==> config.mk <==
export PLATFORM = sky130hd
export DESIGN_NAME = mux_nx1_scanner
export DESIGN_NICKNAME = d
export VERILOG_FILES = /design/src/rtl/mux_nx1_scanner.sv
export SDC_FILE = /design/constraint.sdc
export NUM_CORES = 1
export LEC_CHECK = 0
export CAP_MARGIN = 0
export CELL_PAD_IN_SITES_DETAIL_PLACEMENT = 1
export CELL_PAD_IN_SITES_GLOBAL_PLACEMENT = 2
export CORE_MARGIN = 1
export CORE_UTILIZATION = 29
export DETAILED_ROUTE_END_ITERATION = 12
export PLACE_DENSITY = 0.88
export SLEW_MARGIN = 15
export SYNTH_ARGS = -nofsm -noshare
export SYNTH_HDL_FRONTEND = slang
export SYNTH_SLANG_ARGS = --single-unit
==> constraint.sdc <==
create_clock -name clk -period 2.84 [get_ports clk]
set_clock_uncertainty 0.2 [all_clocks]
set_input_delay 0.568 -clock clk [delete_from_list [all_inputs] [get_ports clk]]
set_output_delay 0.568 -clock clk [all_outputs]
set_load 0.03 [all_outputs]
==> src/rtl/mux_nx1_scanner.sv <==
// N_CH:1 mux with manual select or dwell-timed channel scan; optional MUX_SCAN_CH_MASK_EN adds ch_mask.
// Manual: 1-cycle latency. Scan: out_valid dwell+1 edges after start, then held until out_ready.
module mux_nx1_scanner #(
  parameter int N_CH    = 8,
  parameter int W       = 1,
  parameter int DWELL_W = 8,
  localparam int SEL_W  = $clog2(N_CH)
) (
  input  logic                 clk,
  input  logic                 rst,
  input  logic [N_CH*W-1:0]    din,
  input  logic [SEL_W-1:0]     sel,
  input  logic                 mode,
  input  logic                 start,
  input  logic [DWELL_W-1:0]   dwell,
  output logic [W-1:0]         dout,
  output logic [SEL_W-1:0]     ch,
  output logic                 out_valid,
  input  logic                 out_ready,
  output logic                 busy,
  output logic                 wrap
`ifdef MUX_SCAN_CH_MASK_EN
  ,
  input  logic [N_CH-1:0]      ch_mask
`endif
);

  typedef enum logic [1:0] {IDLE, SCAN, WAIT} state_t;

  state_t               state, state_n;
  logic [SEL_W-1:0]     idx, idx_n, ch_n;
  logic [SEL_W-1:0]     first_ch, next_ch;
  logic                 next_found;
  logic [DWELL_W-1:0]   dwell_cnt, cnt_n;
  logic [W-1:0]         dout_n;
  logic                 ov_n, wrap_n;
  logic [N_CH-1:0]      en;
  logic                 any_en;

`ifdef MUX_SCAN_CH_MASK_EN
  assign en = ch_mask;
`else
  assign en = '1;
`endif
  assign any_en = |en;
  assign busy   = (state != IDLE);

  // Out-of-range selects fall through to zero.
  function automatic logic [W-1:0] pick(input logic [N_CH*W-1:0] d, input logic [SEL_W-1:0] s);
    logic [W-1:0] r;
    r = '0;
    for (int k = 0; k < N_CH; k++) begin
      if (int'(s) == k) r = d[k*W +: W];
    end
    return r;
  endfunction

  always_comb begin
    first_ch = '0;
    for (int k = N_CH - 1; k >= 0; k--) begin
      if (en[k]) first_ch = SEL_W'(k);
    end
  end

  // Lowest enabled channel above idx, else wrap around to the lowest enabled one.
  always_comb begin
    next_ch    = first_ch;
    next_found = 1'b0;
    for (int k = N_CH - 1; k >= 0; k--) begin
      if (en[k] && (k > int'(idx))) begin
        next_ch    = SEL_W'(k);
        next_found = 1'b1;
      end
    end
    if (!next_found) next_ch = first_ch;
  end

  always_comb begin
    state_n = state;
    idx_n   = idx;
    cnt_n   = dwell_cnt;
    dout_n  = dout;
    ch_n    = ch;
    ov_n    = out_valid;
    wrap_n  = 1'b0;
    case (state)
      IDLE: begin
        ov_n = 1'b0;
        if (!mode) begin
          dout_n = pick(din, sel);
          ch_n   = sel;
        end else if (start && any_en) begin
          state_n = SCAN;
          idx_n   = first_ch;
          cnt_n   = dwell;
        end
      end
      SCAN: begin
        if (!mode) begin
          state_n = IDLE;
        end else if (dwell_cnt != '0) begin
          cnt_n = dwell_cnt - 1'b1;
        end else begin
          dout_n  = pick(din, idx);
          ch_n    = idx;
          ov_n    = 1'b1;
          state_n = WAIT;
        end
      end
      WAIT: begin
        // A pending sample always finishes its handshake before leaving the scan.
        if (out_ready) begin
          ov_n = 1'b0;
          if (!mode || !any_en) begin
            state_n = IDLE;
          end else begin
            idx_n   = next_ch;
            wrap_n  = (next_ch <= idx);
            cnt_n   = dwell;
            state_n = SCAN;
          end
        end
      end
      default: state_n = IDLE;
    endcase
  end

  always_ff @(posedge clk) begin
    if (rst) begin
      state     <= IDLE;
      idx       <= '0;
      dwell_cnt <= '0;
      dout      <= '0;
      ch        <= '0;
      out_valid <= 1'b0;
      wrap      <= 1'b0;
    end else begin
      state     <= state_n;
      idx       <= idx_n;
      dwell_cnt <= cnt_n;
      dout      <= dout_n;
      ch        <= ch_n;
      out_valid <= ov_n;
      wrap      <= wrap_n;
    end
  end

endmodule

==> metrics.md, run 1 <==
| Metric | Value |
|---|---|
| Area growth, synth to finish | 26.6% |
| CORE AREA | 0.00475 mm² |
| Top Family by Delay on Critical Path | flip-flops |
| Post-synth EDFFs | 0 |
| Register area | 380 µm² |
| Gr busiest metal | met2 |
| DRT iter0 DRCs | 107 |
| Mapped Nets | 214 |
| Final GP Congestion | 0.755 |
| Largest vdd supply drop | 0.000165 V |
| Final setup viols | 0 |
| Class of the worst hold path | reg2reg |
| Cell taking the most area after synthesis | dfxtp_1 |
| Relative slew slack | 38.0% |
| WL final | 4010 µm |
| Final Hold Fails | 0 |
| Hold_ws | 0.287 ns |
| CTS tree | built |
| Die X | 72.7 µm |
| Buffer and inverter count on the worst path | 0 |
| Die height | 72.7 µm |
| Yosys cell types | 54 |
| First-pass GRT wire length | 6550 µm |
| Area of the multi-input gates | 981 µm² |
| M3 GR Usage | 2.62% |
| Fin cells | 273 |
| Sequential area share after synthesis | 26.2% |
| Most common cell after layout, fill and taps aside | clkdlybuf4s50_1 |
| Die area | 0.00529 mm² |
| Synthesized flop and latch total | 19 |
| Yosys Warn Count | 0 |
| Worst stage delay on the critical path | 0.62 ns |
| Via count | 1420 |
| Status | finished clean |
| CP startpoint kind | flop |
| Mapped Area | 0.00145 mm² |
| Synth Instances | 181 |
| Max-Cap Viols | 0 |
| Ys flop type | dfxtp_1 |
| Nets | 240 |
| Worst Path Required | 2.75 ns |
| Mean post-synth cell area | 8.02 µm² |
| Congestion Overflow GR | 0 |
| RSZ-0062 raised after global routing | no |
| Post-DP HPWL | 2980 µm |
| Total track usage | 15.8% |
| Met2 usage | 24.1% |
| # IOs | 31 |
| Setup WS pre-CTS | 0.157 ns |
| Most frequent CP cell | ha_1 |
| Share of cells above drive strength 1 | 7.77% |
| Number of routed nets with antenna violations | 0 |
| P per Cell Area | 375 mW/mm² |
| Rows | 25 |
| Leading post-synthesis cells by cell area | dfxtp_1 (26%), a21oi_1 (9.0%), ha_1 (7.8%) |
| Root buffer cell | clkbuf_8 |
| # fillers | 605 |
| Post-CTS setup buffer count | 0 |
| # DRC | 0 |
| CTS H-Tree Depth | 1 |
| Setup TNS | 0 ns |
| Max-slew violations | 0 |
| Synth async-reset ratio | 0% |
| CTS Hold Bufs | 0 |
| Vias per cell | 5.20 |
| TritonCTS Sinks | 19 |
| Number of antenna violations at the first check in global routing | 0 |
| CTS resizes | 0 |
| Reg clk slew, reported paths | 0.08 ns |
| Placed cells | 269 |
| PnR worst setup slack | 0.306 ns |
| Drt first pass iters | 4 |
| Most frequent cells in the layout | clkdlybuf4s50_1 (30), a21oi_1 (26), dfxtp_1 (19), nand2_1 (14), nor2_1 (11) |
| Skew-Pair Late Insertion Delay | 0.26 ns |
| Fin crit share | 89.2% |
| Max Freq | 395 MHz |
| Largest net degree at the start of global routing | 20 |
| Average wire per standard cell | 14.7 µm |
| Bufs on Longest Clock Path | 2 |
| Worst Path Class, Setup | reg2reg |
| Diode count | 0 |
| Share of the synthesized area in the top cell type | 26.2% |
| Slowest cell on crit path | dfxtp_1 |
| Starting density of the core | 30.5% |
| Minimum clock period after layout | 2.53 ns |
| Share of the core filled with cells | 38.6% |
| Worst-Margin Slew | 0.924 ns |
| CP arrival | 2.45 ns |
| CTS Buf Count | 3 |
| PortBufs | 30 |
| Met1 Track Usage GR | 23.3% |
| Crit-path max FO | 15 |
| P_leak | 0.664 nW |
| Setup crit end kind | flop |
| CP Cell Sequence | ha_1 > nor2_1 > o21ai_0 > o211ai_1 > ha_1 > or3_1 > a22oi_1 > nor3_1 |
| Number of global-route vias before repair | 1353 |
-- through the flow --
stage / power [W] / area, µm²
2_1_floorplan: 0.000422 / 1450
4_1_cts: 0.000695 / 1840
3_3_place_gp: 0.000495 / 1790
5_1_grt: 0.000723 / 1840
6_report: 0.000688 / 1840
3_5_place_dp: 0.000497 / 1790
-- layer usage --
layer / up-vias / part of all wire (%)
met5: - / 0
met4: 0 / 0.82
met2: 18 / 44
li1: 722 / -
met1: 678 / 53
met3: 2 / 2.2
-- worst min-delay path: cells and delay by family, from the launching register on --
family / cells / cell delay, ns
AO/OA/AOI/OAI: 2 / 0.13
flip-flops: 1 / 0.31
-- where the power goes --
group          leakage (nW)  internal (W)  total, W  switching (W)
clock                0.0255     0.0000978  0.000197      0.0000994
combinational         0.483     0.0000924  0.000192      0.0000996
sequential            0.155      0.000281  0.000299      0.0000176
total                 0.664      0.000472  0.000688       0.000217
-- area by class of cell --
class,count,share of cell area (%)
clock inverter,1,0.272
multi-input combinational,143,53.4
tap,67,4.56
clock buffer,3,2.25
timing repair buffer,32,17.2
inverter,8,1.63
sequential,19,20.7
-- logic make-up (layout without fill, tap and decap cells) --
family,after synthesis,count (layout),share of synthesized area [%]
fa+ha+maj,9,9,7.76
flops,19,19,26.2
compound gates,63,63,28.7
buf+inv,19,44,6.21
simple gates,62,62,24.7
mux,8,8,5.78
xor+xnor,1,1,0.604
-- path summary, 6_finish.rpt --
check / startpoint / to / slack [ns] / cells after the start
setup / recovery: idx[1] / wrap / 0.31 / 8
hold / removal: out_valid / out_valid / 0.29 / 2
setup reg to reg: idx[1] / wrap / 0.31 / 8
hold reg to reg: out_valid / out_valid / 0.29 / 2
-- registers in the layout (all words and copies together), names as in the netlist --
| register | cells |
|---|---|
| out_valid | 1 |
| dwell_cnt | 8 |
| idx | 3 |
| ch | 3 |
| wrap | 1 |
| state | 2 |
| dout | 1 |
-- synth_stat cells (2+ instances only) --
master	instances
a21oi_1	26
dfxtp_1	19
nand2_1	14
nor2_1	11
ha_1	9
inv_1	7
buf_2	6
mux2i_1	5
o21ai_0	5
a311oi_1	4
nand3_1	4
nand3b_1	4
o31ai_1	4
or3_1	4
a21o_1	3
a22oi_1	3
and2_1	3
nor2b_1	3
nor3_1	3
nor3b_1	3
o2111ai_1	3
o21ai_1	3
clkbuf_1	2
mux2_1	2
o211ai_1	2
(Power assumes the default switching activity.)
==> run 2, diff against run 1 <==
- CAP_MARGIN: 0 -> 30
- REMOVE_ABC_BUFFERS: unset -> 1
==> run 2 against run 1 <==
Compared with the run above: non-clock buffer count grew 1; critical path depth is the same; clock-buffer cell count did not move; via count rose by 3.5%; critical endpoint unchanged; flip-flop and latch count unchanged; wire length increased by 3.5%; final cell count grew 0.37%.
==> metrics.md, run 2 (synthesized netlist as in run 1, its figures left out) <==
| Metric | Value |
|---|---|
| Status | finished clean |
| Share of cells above drive strength 1 | 8.21% |
| Worst Path Required | 2.75 ns |
| Biggest register | dwell_cnt |
| Drt first pass iters | 4 |
| Max Freq | 402 MHz |
| Worst Path Class, Setup | reg2reg |
| Largest net degree at the start of global routing | 20 |
| Setup TNS | 0 ns |
| Diode count | 0 |
| Number of routed nets with antenna violations | 0 |
| WHS Endpoint | out_valid |
| Worst-Margin Slew | 0.820 ns |
| Most frequent cells in the layout | clkdlybuf4s50_1 (30), a21oi_1 (26), dfxtp_1 (19), nand2_1 (14), nor2_1 (11) |
| Max FFs per register | 8 |
| Average wire per standard cell | 15.1 µm |
| Crit-path max FO | 15 |
| CP Cell Sequence | ha_1 > inv_1 > a21oi_1 > o211ai_1 > ha_1 > or3_1 > a22oi_1 > nor3_1 |
| Relative slew slack | 45.2% |
| Min-Delay Path Depth | 2 |
| Area growth, synth to finish | 27.1% |
| Die height | 72.7 µm |
| Die area | 0.00529 mm² |
| P_leak | 0.669 nW |
| Reg clk slew, reported paths | 0.07 ns |
| Total track usage | 16.8% |
| Most frequent CP cell | ha_1 |
| Launching point of the worst reg2reg path | idx[1] |
| Max-slew violations | 0 |
| First-pass GRT wire length | 6930 µm |
| Fin crit share | 87.6% |
| Largest vdd supply drop | 0.000185 V |
| CTS Hold Bufs | 0 |
| Final GP Congestion | 0.732 |
| # DRC | 0 |
| Via count | 1469 |
| Flop-to-flop setup slack | 0.35 ns |
| Max-Cap Viols | 0 |
| CP arrival | 2.40 ns |
| Rows | 25 |
| Most common cell after layout, fill and taps aside | clkdlybuf4s50_1 |
| CORE AREA | 0.00475 mm² |
| Final Hold Fails | 0 |
| CTS resizes | 0 |
| Post-DP HPWL | 3090 µm |
| TritonCTS Sinks | 19 |
| WL final | 4150 µm |
| R2r worst-path depth | 8 |
| CTS H-Tree Depth | 1 |
| Slowest cell on crit path | dfxtp_1 |
| Skew-Pair Late Insertion Delay | 0.25 ns |
| RSZ-0062 raised after global routing | no |
| Bufs on Longest Clock Path | 2 |
| CTS Buf Count | 3 |
| Class of the worst hold path | reg2reg |
| Largest regs | dwell_cnt (8), ch (3), idx (3) |
| Die X | 72.7 µm |
| PortBufs | 30 |
| Vias per cell | 5.36 |
| Final setup viols | 0 |
| R2R Path End | wrap |
| Starting density of the core | 30.5% |
| Setup crit end kind | flop |
| Hold_ws | 0.288 ns |
| CP startpoint kind | flop |
| Hold path startpoint | out_valid |
| Number of antenna violations at the first check in global routing | 0 |
| CTS tree | built |
| Worst stage delay on the critical path | 0.63 ns |
| Congestion Overflow GR | 0 |
| Number of global-route vias before repair | 1455 |
| Share of the core filled with cells | 38.8% |
| DRT iter0 DRCs | 61 |
| Post-CTS setup buffer count | 0 |
| # IOs | 31 |
| Minimum clock period after layout | 2.49 ns |
| P per Cell Area | 373 mW/mm² |
| Root buffer cell | clkbuf_8 |
| Nets | 241 |
[run 2: cell types whose count changed in the layout (fill, tap and decap cells not counted)]
| cell | delta |
|---|---|
| buf_4 | +1 |
[run 2: worst max-delay path by stage]
| stage | from | endpoint | cells past startpoint |
|---|---|---|---|
| 6_report | idx[1] | wrap | 8 |
| 5_1_grt | idx[1] | wrap | 8 |
| 4_1_cts | idx[1] | wrap | 8 |
| 3_5_place_dp | out_ready | dwell_cnt[0] | 5 |
| 3_3_place_gp | out_ready | dwell_cnt[0] | 5 |
| 2_1_floorplan | idx[1] | wrap | 8 |
[run 2: critical path, delay by kind of cell (launching register included)]
kind	cells	cell delay (ns)
buffers and inverters	1	0.08
adders and majority gates	2	0.54
and+or+nand+nor	2	0.40
AOI/OAI and AO/OA	3	0.48
DFF	1	0.63
[run 2: stage by stage]
step                std cells  setup WS, ns  cell area [µm²]  total power, W
CTS                       273         0.343             1840        0.000700
detailed placement        269         0.137             1790        0.000502
global placement          269         0.198             1790        0.000498
finish                    274         0.352             1840        0.000689
floorplan                 170         0.666             1390        0.000411
global route              274         0.128             1840        0.000734
[run 2: final cells by class]
type                            count  area [µm²]
Fill cell                         594        2910
Multi-Input combinational cell    143         981
Sequential cell                    19         380
Timing Repair Buffer               33         323
Tap cell                           67        83.8
Clock buffer                        3        41.3
Inverter                            8        30.0
Clock inverter                      1        5.00
[run 2: metal layers]
metal,global-route usage [%],up-vias,share of wire [%]
met4,5.23,0,0.96
met1,20.2,706,45
met2,30.7,31,51
met5,0,-,0
met3,2.21,4,3.1
li1,-,728,-
[run 2: power by group]
part	switching, W	internal, W
Combinational	0.000104	0.0000937
Sequential	0.0000184	0.000282
Clock	0.0000940	0.0000975
